[src/rtl/alu_op_scheduler_if.sv]
// alu_op_scheduler_if
//   Bundles every handshake and bus signal between the operation scheduler,
//   its two requesters and the hierarchical ALU.
//
//   Signals:
//     req0_* / req1_*  requester valid/ready handshake plus function code and operands
//     ALU_FUN          function code driven into the ALU
//     alu_a, alu_b     operands driven into the ALU
//     unit_en          one-hot ALU unit enable
//     alu_result       result returned by the ALU
//     rsp_valid/id/data  one-cycle response pulse, issuing requester and result
//     busy             scheduler is not idle
//
//   Modports:
//     master  requesters, ALU and response consumer (the scheduler's environment)
//     slave   the scheduler itself
interface alu_op_scheduler_if #(
  parameter int DATA_W = 16
);
  logic              req0_valid;
  logic              req0_ready;
  logic [3:0]        req0_fun;
  logic [DATA_W-1:0] req0_a;
  logic [DATA_W-1:0] req0_b;

  logic              req1_valid;
  logic              req1_ready;
  logic [3:0]        req1_fun;
  logic [DATA_W-1:0] req1_a;
  logic [DATA_W-1:0] req1_b;

  logic [3:0]        ALU_FUN;
  logic [DATA_W-1:0] alu_a;
  logic [DATA_W-1:0] alu_b;
  logic [3:0]        unit_en;
  logic [DATA_W-1:0] alu_result;

  logic              rsp_valid;
  logic              rsp_id;
  logic [DATA_W-1:0] rsp_data;
  logic              busy;

  modport master (
    output req0_valid, req0_fun, req0_a, req0_b,
    input  req0_ready,
    output req1_valid, req1_fun, req1_a, req1_b,
    input  req1_ready,
    input  ALU_FUN, alu_a, alu_b, unit_en,
    output alu_result,
    input  rsp_valid, rsp_id, rsp_data, busy
  );

  modport slave (
    input  req0_valid, req0_fun, req0_a, req0_b,
    output req0_ready,
    input  req1_valid, req1_fun, req1_a, req1_b,
    output req1_ready,
    output ALU_FUN, alu_a, alu_b, unit_en,
    input  alu_result,
    output rsp_valid, rsp_id, rsp_data, busy
  );
endinterface

[src/rtl/alu_op_scheduler.sv]
// alu_op_scheduler
//   Sequencer and arbiter in front of the hierarchical ALU. Two requesters
//   submit operations over valid/ready; one is granted at a time, its
//   function code and operands are driven into the ALU for LAT cycles, then
//   the ALU result is captured and returned with the winner's ID.
//
//   Ports:
//     clk   rising-edge clock
//     rst   synchronous active-high reset
//     bus   alu_op_scheduler_if.slave (requester handshakes, ALU drive,
//           ALU result, response pulse, busy)
//
//   Parameters:
//     DATA_W  operand/result width (must match the interface instance)
//     LAT     ALU cycles from enable to valid result, 1..15
//
//   Build option:
//     ALU_SCHED_FIXED_PRIO_EN  when defined, requester 0 always wins a
//                              conflict; otherwise round-robin arbitration.
module alu_op_scheduler #(
  parameter int DATA_W = 16,
  parameter int LAT    = 2
) (
  input logic              clk,
  input logic              rst,
  alu_op_scheduler_if.slave bus
);

  typedef enum logic [1:0] {
    IDLE = 2'd0,
    EXEC = 2'd1,
    RESP = 2'd2
  } state_t;

  localparam logic [3:0] CNT_INIT = 4'(LAT - 1);

  state_t            state_q, state_d;
  logic [3:0]        cnt_q, cnt_d;
  logic [3:0]        fun_q, fun_d;
  logic [DATA_W-1:0] a_q, a_d;
  logic [DATA_W-1:0] b_q, b_d;
  logic              id_q, id_d;
  logic              rsp_id_q, rsp_id_d;
  logic [DATA_W-1:0] rsp_data_q, rsp_data_d;
`ifndef ALU_SCHED_FIXED_PRIO_EN
  logic              last_grant_q, last_grant_d;
`endif

  logic grant_valid;
  logic grant_id;
  logic accept;

  // Arbitration: pick a winner among the valid requesters. On a conflict
  // the round-robin build favours whoever was not granted last time.
  always_comb begin
    grant_valid = bus.req0_valid || bus.req1_valid;
    grant_id    = 1'b0;
    if (bus.req0_valid && bus.req1_valid) begin
`ifdef ALU_SCHED_FIXED_PRIO_EN
      grant_id = 1'b0;
`else
      grant_id = ~last_grant_q;
`endif
    end else if (bus.req1_valid) begin
      grant_id = 1'b1;
    end
  end

  // Ready is combinational so a transfer completes in the same IDLE cycle
  // the winner is chosen; rst masks it so nothing is accepted during reset.
  always_comb begin
    accept         = (state_q == IDLE) && !rst && grant_valid;
    bus.req0_ready = accept && !grant_id;
    bus.req1_ready = accept && grant_id;
  end

  // Next-state logic: latch the granted operation, count down the ALU
  // latency, capture the result on the final EXEC cycle, pulse the response.
  always_comb begin
    state_d    = state_q;
    cnt_d      = cnt_q;
    fun_d      = fun_q;
    a_d        = a_q;
    b_d        = b_q;
    id_d       = id_q;
    rsp_id_d   = rsp_id_q;
    rsp_data_d = rsp_data_q;
`ifndef ALU_SCHED_FIXED_PRIO_EN
    last_grant_d = last_grant_q;
`endif
    unique case (state_q)
      IDLE: begin
        if (accept) begin
          state_d = EXEC;
          cnt_d   = CNT_INIT;
          id_d    = grant_id;
          fun_d   = grant_id ? bus.req1_fun : bus.req0_fun;
          a_d     = grant_id ? bus.req1_a   : bus.req0_a;
          b_d     = grant_id ? bus.req1_b   : bus.req0_b;
`ifndef ALU_SCHED_FIXED_PRIO_EN
          last_grant_d = grant_id;
`endif
        end
      end
      EXEC: begin
        if (cnt_q == 4'd0) begin
          state_d    = RESP;
          rsp_data_d = bus.alu_result;
          rsp_id_d   = id_q;
        end else begin
          cnt_d = cnt_q - 4'd1;
        end
      end
      RESP: begin
        state_d = IDLE;
      end
      default: begin
        state_d = IDLE;
      end
    endcase
  end

  // ALU drive and response outputs. Operands simply follow the latched
  // values so they keep their last value outside EXEC; function code and
  // unit enables are only presented while the ALU is actually executing.
  always_comb begin
    bus.ALU_FUN = 4'd0;
    bus.unit_en = 4'd0;
    if (state_q == EXEC) begin
      bus.ALU_FUN = fun_q;
      unique case (fun_q[3:2])
        2'b00:   bus.unit_en = 4'b1000;
        2'b01:   bus.unit_en = 4'b0100;
        2'b10:   bus.unit_en = 4'b0010;
        default: bus.unit_en = 4'b0001;
      endcase
    end
    bus.alu_a     = a_q;
    bus.alu_b     = b_q;
    bus.rsp_valid = (state_q == RESP);
    bus.rsp_id    = rsp_id_q;
    bus.rsp_data  = rsp_data_q;
    bus.busy      = (state_q != IDLE);
  end

  // State register. Reset aborts any in-flight operation and re-arms the
  // arbiter so requester 0 wins the first conflict.
  always_ff @(posedge clk) begin
    if (rst) begin
      state_q    <= IDLE;
      cnt_q      <= 4'd0;
      fun_q      <= 4'd0;
      a_q        <= '0;
      b_q        <= '0;
      id_q       <= 1'b0;
      rsp_id_q   <= 1'b0;
      rsp_data_q <= '0;
`ifndef ALU_SCHED_FIXED_PRIO_EN
      last_grant_q <= 1'b1;
`endif
    end else begin
      state_q    <= state_d;
      cnt_q      <= cnt_d;
      fun_q      <= fun_d;
      a_q        <= a_d;
      b_q        <= b_d;
      id_q       <= id_d;
      rsp_id_q   <= rsp_id_d;
      rsp_data_q <= rsp_data_d;
`ifndef ALU_SCHED_FIXED_PRIO_EN
      last_grant_q <= last_grant_d;
`endif
    end
  end

endmodule

[src/flat_wrapper.sv]
// flat-port wrapper written by rule: the top's interface ports become plain ports
module alu_op_scheduler_flat 
#(
  parameter int DATA_W = 16,
  parameter int LAT    = 2
)
  (clk, rst, bus_req0_valid, bus_req0_fun, bus_req0_a, bus_req0_b, bus_req0_ready, bus_req1_valid, bus_req1_fun, bus_req1_a, bus_req1_b, bus_req1_ready, bus_ALU_FUN, bus_alu_a, bus_alu_b, bus_unit_en, bus_alu_result, bus_rsp_valid, bus_rsp_id, bus_rsp_data, bus_busy);
  alu_op_scheduler_if #(.DATA_W(DATA_W)) bus_i ();
  input logic clk;
  input logic rst;
  input wire logic [$bits(bus_i.req0_valid)-1:0] bus_req0_valid;
  input wire logic [$bits(bus_i.req0_fun)-1:0] bus_req0_fun;
  input wire logic [$bits(bus_i.req0_a)-1:0] bus_req0_a;
  input wire logic [$bits(bus_i.req0_b)-1:0] bus_req0_b;
  output wire logic [$bits(bus_i.req0_ready)-1:0] bus_req0_ready;
  input wire logic [$bits(bus_i.req1_valid)-1:0] bus_req1_valid;
  input wire logic [$bits(bus_i.req1_fun)-1:0] bus_req1_fun;
  input wire logic [$bits(bus_i.req1_a)-1:0] bus_req1_a;
  input wire logic [$bits(bus_i.req1_b)-1:0] bus_req1_b;
  output wire logic [$bits(bus_i.req1_ready)-1:0] bus_req1_ready;
  output wire logic [$bits(bus_i.ALU_FUN)-1:0] bus_ALU_FUN;
  output wire logic [$bits(bus_i.alu_a)-1:0] bus_alu_a;
  output wire logic [$bits(bus_i.alu_b)-1:0] bus_alu_b;
  output wire logic [$bits(bus_i.unit_en)-1:0] bus_unit_en;
  input wire logic [$bits(bus_i.alu_result)-1:0] bus_alu_result;
  output wire logic [$bits(bus_i.rsp_valid)-1:0] bus_rsp_valid;
  output wire logic [$bits(bus_i.rsp_id)-1:0] bus_rsp_id;
  output wire logic [$bits(bus_i.rsp_data)-1:0] bus_rsp_data;
  output wire logic [$bits(bus_i.busy)-1:0] bus_busy;
  assign bus_i.req0_valid = bus_req0_valid;
  assign bus_i.req0_fun = bus_req0_fun;
  assign bus_i.req0_a = bus_req0_a;
  assign bus_i.req0_b = bus_req0_b;
  assign bus_req0_ready = bus_i.req0_ready;
  assign bus_i.req1_valid = bus_req1_valid;
  assign bus_i.req1_fun = bus_req1_fun;
  assign bus_i.req1_a = bus_req1_a;
  assign bus_i.req1_b = bus_req1_b;
  assign bus_req1_ready = bus_i.req1_ready;
  assign bus_ALU_FUN = bus_i.ALU_FUN;
  assign bus_alu_a = bus_i.alu_a;
  assign bus_alu_b = bus_i.alu_b;
  assign bus_unit_en = bus_i.unit_en;
  assign bus_i.alu_result = bus_alu_result;
  assign bus_rsp_valid = bus_i.rsp_valid;
  assign bus_rsp_id = bus_i.rsp_id;
  assign bus_rsp_data = bus_i.rsp_data;
  assign bus_busy = bus_i.busy;
  alu_op_scheduler #(.DATA_W(DATA_W), .LAT(LAT)) u_core (.clk(clk), .rst(rst), .bus(bus_i));
endmodule
[config.mk]
export PLATFORM = sky130hd
export DESIGN_NAME = alu_op_scheduler_flat
export DESIGN_NICKNAME = d
export VERILOG_FILES = /design/src/rtl/alu_op_scheduler_if.sv /design/src/rtl/alu_op_scheduler.sv /design/src/flat_wrapper.sv
export SDC_FILE = /design/constraint.sdc
export NUM_CORES = 1
export LEC_CHECK = 0
export ABC_CLOCK_PERIOD_IN_PS = 1300
export CAP_MARGIN = 30
export CORE_MARGIN = 2
export CORE_UTILIZATION = 35
export DETAILED_ROUTE_END_ITERATION = 16
export PLACE_DENSITY = 0.74
export SYNTH_ARGS = -nofsm -noshare
export SYNTH_HDL_FRONTEND = slang
export SYNTH_SLANG_ARGS = --single-unit
[constraint.sdc]
create_clock -name clk -period 1.3 [get_ports clk]
set_input_delay 0.26 -clock clk [delete_from_list [all_inputs] [get_ports clk]]
set_output_delay 0.26 -clock clk [all_outputs]
set_load 0.01 [all_outputs]
==> flow_summary.toml <==
[grt]
grt-busiest-layer = "met2"
grt_max_degree = 44
grt_usage = 0.243
first_global_vias = 3432
grtUsageMet2 = 0.401
use_met1 = 0.291
grt_pass1_wl_um = 16800
antenna_found_initial = 0
grt_overflow_total = 0
met3_usage = 0.0702

[place]
port_buffers = 152
placed_cell_area_um2 = 4610
dp_hpwl_um = 6280
place.gp.congestion = 0.797
dpl_worst_slack_ns = -0.707

[cts]
cts_tree = "built"
cts_buffers = 9
worst_skew_pair.late_latency_ns = 0.34
path_clk_slew_ns = 0.08
cts_root_buffer = "clkbuf_8"
htreeDepth = 3
holdBufCountCts = 0
clkSinkCount = 61
cts_buffer_depth = 2

[logic_synthesis]
synth_fp_nets = 433
yosysWarnings = 0
ys_seq_area_frac = 0.424
avgSynthCellArea_um2 = 8.49
ys_ff_latch = 61
synth_area_um2 = 2880
postSynthCellCount = 339
synth_top_area_share = 0.424
synth.area.top_cells = "dfxtp_1 42%, a311oi_2 10%, a21oi_1 9.9%, nand2_1 9.7%, a311oi_1 4.9%"
yosys.area.top_type = "dfxtp_1"
ys_types = 37

[layout]
final_layout_size_suffix_gt1_frac = 0.350
area_delta_synth_final_pct = 92.3
regArea_um2 = 1230
fin_nets = 620
multiInputGateArea_um2 = 1820
nFillCells = 629
fin_area_um2 = 5540
diodes = 0

[timing]
maxSlewHeadroom = 0.602
drv_slew = 0
timing.fmax_ghz = 0.618
worst-slew-pin-transition_ns = 0.598
holdWs_ns = 0.463
finalWorstPathRequiredPeriod_ns = 1.62
skew_ns = 0.00934
period_share = 1.24
hold_violations = 0
worst_slack_ns = -0.317
setup_viol = 71
rsz0062_at_grt = "true"

[floorplan]
die_y_um = 94.7
io_pins = 153
coreArea_um2 = 8090
start_util = 0.356
die_area_um2 = 8960
die_x_um = 94.7
num_rows = 33

[setup_path]
startpoint_type = "flop"
rr_worst_depth = 10
worstSetupPathType = "flop to output pin"
r2r-end = "u_core.bus.alu_a[1]"
worst_ep_arrival_time_ns = 1.36
r2r-start = "u_core.state_q[1]"
endpoint_kind = "output pin"
worst-path-max-fanout = 5
cp.required_ns = 1.04
reg2reg_slack_ns = -0.25

[drt]
drtIter0Drc = 129
wl_per_cell_um = 18.3
via_per_inst = 5.40
dr.pass1.iters = 4
routed_wl_um = 11700
num_vias = 3435
drtAntennaViolNets = 0
drcViolationCount = 0

[min_path]
whs_path_depth = 2
min_from = "u_core.bus.rsp_data[15]"
holdPathEnd = "u_core.bus.rsp_data[15]"
hold_path.class = "flop to flop"

[pwr]
leakage_nw = 2.28
powerDensity_nw_per_um2 = 1290
ir_drop_mv = 0.644
power_mw = 7.16

[outcome]
status = "complete, but fails checks"
violations = "setup timing"

[job]
max_cap_violations = 0
## where the power goes
part	switching [mW]	leakage [nW]	total, mW	internal (mW)
registers	0.178	0.505	2.30	2.12
clock network	0.797	0.105	1.87	1.07
logic	1.43	1.67	2.99	1.57
## Yosys cell counts (all sizes together)
cell / count
clkbuf: 11
a21boi: 1
nor3b: 1
buf: 23
nand4b: 1
or3: 1
o221ai: 1
nand2: 74
or2: 1
inv: 4
o21ai: 19
nor4: 1
a21bo: 1
nor2: 3
dfxtp: 61
and3: 1
and2b: 1
or4: 1
a21oi: 57
nor2b: 4
nor3: 5
a41o: 1
and2: 4
a311oi: 36
nand3: 19
nand2b: 1
or3b: 1
a31oi: 1
o31ai: 2
ha: 2
## final cells by class
| cell class | instances | area share |
|---|---|---|
| Timing Repair Buffer | 207 | 0.383 |
| Multi-Input combinational cell | 243 | 0.328 |
| Sequential cell | 61 | 0.223 |
| Tap cell | 105 | 0.0237 |
| Clock buffer | 9 | 0.0224 |
| Clock inverter | 7 | 0.0163 |
| Inverter | 4 | 0.00316 |
## per-layer routing
layer  wire length (µm)  part of all wire  vias up
met5                  0                 0        -
met4                303             0.026        0
met3                879             0.075       26
met2               5780              0.50      152
met1               4690              0.40     1652
li1                   -                 -     1605
## cells in the final DEF, fill, tap and decap left out, drive strengths merged, types with 2 or more instances in the layout
master	Yosys	layout
a21oi	57	57
a311oi	36	36
and2	4	4
buf	23	66
bufinv	0	2
clkbuf	11	11
clkdlybuf4s15	0	2
clkdlybuf4s50	0	88
clkinv	0	3
clkinvlp	0	2
dfxtp	61	61
dlygate4sd2	0	49
ha	2	2
inv	4	4
nand2	74	74
nand3	19	19
nor2	3	3
nor2b	4	4
nor3	5	5
o21ai	19	19
o31ai	2	2
or3b	1	4
## cell families (layout without fill, tap and decap cells)
kind of cell             count (synthesis)  in the layout  synth area share
AO/OA/AOI/OAI                          119            119             0.307
flip-flops                              61             61             0.424
AND/OR/NAND/NOR                        119            122             0.188
adder cells (fa/ha/maj)                  2              2           0.00869
buffers and inverters                   38            227            0.0726
## what timing repair did
item,CTS,global route
gates resized for setup,157,75
gates cloned,11,5
pin swaps,13,37
buffers inserted,13,7
endpoints found under the setup margin,121,72
## worst max path at each step
stage	end	cells past startpoint	slack, ns	from
floorplan	u_core.bus.rsp_data[10]	6	-0.02	u_core.cnt_q[1]
global placement	bus_req0_ready	5	-0.65	bus_req0_valid
detailed placement	bus_req0_ready	5	-0.71	bus_req0_valid
CTS	bus_unit_en[2]	4	-0.32	u_core.state_q[1]
global route	bus_unit_en[1]	4	-0.35	u_core.state_q[0]
finish	bus_unit_en[1]	4	-0.32	u_core.state_q[1]
## worst max-delay path, cell delays in order (launching register included)
cell     delay, ns
dfxtp_2       0.34
and2b_2       0.26
and2_4        0.17
nor2b_4       0.12
buf_6         0.12
## flip-flops by register name (all words and copies together) (netlist names)
register             cells
u_core.bus.alu_a        16
u_core.bus.alu_b        16
u_core.bus.rsp_data     16
u_core.bus.rsp_id        1
u_core.cnt_q             4
u_core.fun_q             4
u_core.id_q              1
u_core.last_grant_q      1
u_core.state_q           2
## through the flow
stage	util	std cells	TNS, ns
3_5_place_dp	0.569	591	-29.30
6_report	0.684	636	-11.99
4_1_cts	0.649	630	-10.91
3_3_place_gp	0.569	591	-27.06
2_1_floorplan	-	339	-0.186
5_1_grt	0.684	636	-14.76
Note: power is estimated with default switching activity, not from simulation.
==> RTL change, RTL diff (config.mk and constraints unchanged) <==
The option `ALU_SCHED_FIXED_PRIO_EN` is turned on by a define.
--- a/src/rtl/alu_op_scheduler.sv
+++ b/src/rtl/alu_op_scheduler.sv
@@ -17,6 +17,8 @@
 //   Build option:
 //     ALU_SCHED_FIXED_PRIO_EN  when defined, requester 0 always wins a
 //                              conflict; otherwise round-robin arbitration.
+`define ALU_SCHED_FIXED_PRIO_EN
+
 module alu_op_scheduler #(
   parameter int DATA_W = 16,
   parameter int LAT    = 2
Behaviour: not the same (a bounded check fails within 10 cycles, from zero or initial values and one cycle with rst high).
==> RTL change against the original RTL <==
Setup slack better by 0.075 ns; via count is 22% lower; largest power group is now sequential cells; synthesized cell count decreased by 18%; global-route usage shrank 3.8 points; combinational power decreased by 45%; non-clock buffer count down 24; count of clock-buffer cells in the layout up 4; area after synthesis decreased by 17%; sequential cell count down 1; cell area down 20%; first-iteration DRC count is 4.7% higher; total power fell by 27%; routed wire length is 31% lower; the flow still finishes with violations (setup timing); largest cell class unchanged.
==> RTL change: results (changes against the original RTL) <==
* Reg2reg path depth at 7 (was 10)
* Non-Clock Buffer Count at 183 (was 207)
* Clock-cell share at 3.80% (was 3.87%)
* Final core occ at 66.1% (was 68.4%)
* DRT Pass-1 Iters at 5 (was 4)
* Most frequent cells after synthesis: 60 x dfxtp_1, 60 x nand2_1, 44 x a21oi_1, 25 x a22oi_1, 18 x nor2_1 (was 74 x nand2_1, 61 x dfxtp_1, 57 x a21oi_1, 20 x a311oi_2, 19 x nand3_1)
* Setup TNS at -10.75 ns (was -11.99 ns)
* Tap Cells at 80 (was 105)
* Setup bufs post-CTS at 5 (was 13)
* Clock network fraction of total power at 28.0% (was 26.1%)
* Fraction of area in multi-input gates at 26.8% (was 32.8%)
* Maximum vdd drop at 630 µV (was 644 µV)
* Status: finished, violations left (unchanged)
* Violations in the final reports: setup timing (unchanged)
* All-Layer GR Usage at 20.5% (was 24.3%)
* Largest net degree at the start of global routing at 62 (was 44)
* Non-Clock Buffer Area Fraction at 39.6% (was 38.3%)
* Fillcell total at 582 (was 629)
* Crit Path Max Fanout at 4 (was 5)
* Root Buffer: clkbuf_8 (unchanged)
* Post-Place Cells at 513 (was 591)
* # setup viols final at 70 (was 71)
* NumNets Final at 544 (was 620)
* Worst EP arrival at 1.28 ns (was 1.36 ns)
* Routed WL per cell at 15.2 µm (was 18.3 µm)
* RR Startpoint: u_core.state_q[0] (was u_core.state_q[1])
* Clk_lat worst skew at 0.32 ns (was 0.34 ns)
* Critical-path top delay cell: dfxtp_4 (was dfxtp_2)
* R2r setup slk at -0.21 ns (was -0.25 ns)
* Min setup slack post-route at -0.242 ns (was -0.317 ns)
* Vias/cell at 5.04 (was 5.40)
* Adder-cell share of the synthesized area at 1.04% (was 0.870%)
* Crit path max-delay family: flip-flops (was simple AND/OR/NAND/NOR gates)
* DR vias at 2,689 (was 3,435)
* Synth Area in Compound Gates at 23.9% (was 30.7%)
* PostCTS Resize Cnt at 129 (was 157)
* Clock-pin slew on the worst setup and hold paths at 0.06 ns (was 0.08 ns)
* Post-synthesis cell count at 278 (was 339)
* Num sequential at 60 (was 61)
* Area contributors post-synth: dfxtp_1 50%, nand2_1 9.4%, a21oi_1 9.2%, a22oi_1 7.8%, a222oi_1 5.0% (was dfxtp_1 42%, a311oi_2 10%, a21oi_1 9.9%, nand2_1 9.7%, a311oi_1 4.9%)
* Layout cells sized above 1 at 20.0% (was 35.0%)
* Skew final at 0.00533 ns (was 0.00934 ns)
* Cell variety after synth at 32 (was 37)
* Leakage Power at 1.91 nW (was 2.28 nW)
* Register area at 0.00121 mm² (was 0.00123 mm²)
* Placement Setup Slack at -0.536 ns (was -0.707 ns)
* Slowest stage delay, CP at 0.36 ns (was 0.34 ns)
* Register area share after synthesis at 50.0% (was 42.4%)
* CLK BUF at 13 (was 9)
* Syn_nets at 372 (was 433)
* Internal Power at 3.72 mW (was 4.75 mW)
* Setup crit end: bus_busy (was bus_unit_en[1])
* Non-clock inverters at 3 (was 4)
* Worst hold slack at 0.452 ns (was 0.463 ns)
* Hold EP: u_core.bus.rsp_data[4] (was u_core.bus.rsp_data[15])
==> RTL change: cell types whose count changed in the layout (fill, tap and decap cells not counted), sizes merged, moves of 14 or more <==
cell,change
a22oi,+25
a311oi,-35
o21ai,-17
buf,-23
nor2,+16
nand2,-14
nand3,-19
==> RTL change: metal layers <==
metal / global-route usage (%) / up-vias / wire length, µm / share of wire, %
met1: 24.0 / 1259 / 3300 / 41
li1: - / 1328 / - / -
met4: 6.53 / 0 / 44 / 0.54
met5: 0 / - / 0 / 0
met3: 5.33 / 5 / 524 / 6.5
met2: 36.3 / 97 / 4230 / 52
==> RTL change: power groups by stage <==
stage	clock, mW	sequential (mW)	combinational (mW)
5_1_grt	1.59	2.16	1.78
3_5_place_dp	0	2.16	1.55
3_3_place_gp	0	2.15	1.53
2_1_floorplan	0	2.21	0.653
6_report	1.47	2.14	1.64
4_1_cts	1.50	2.12	1.57
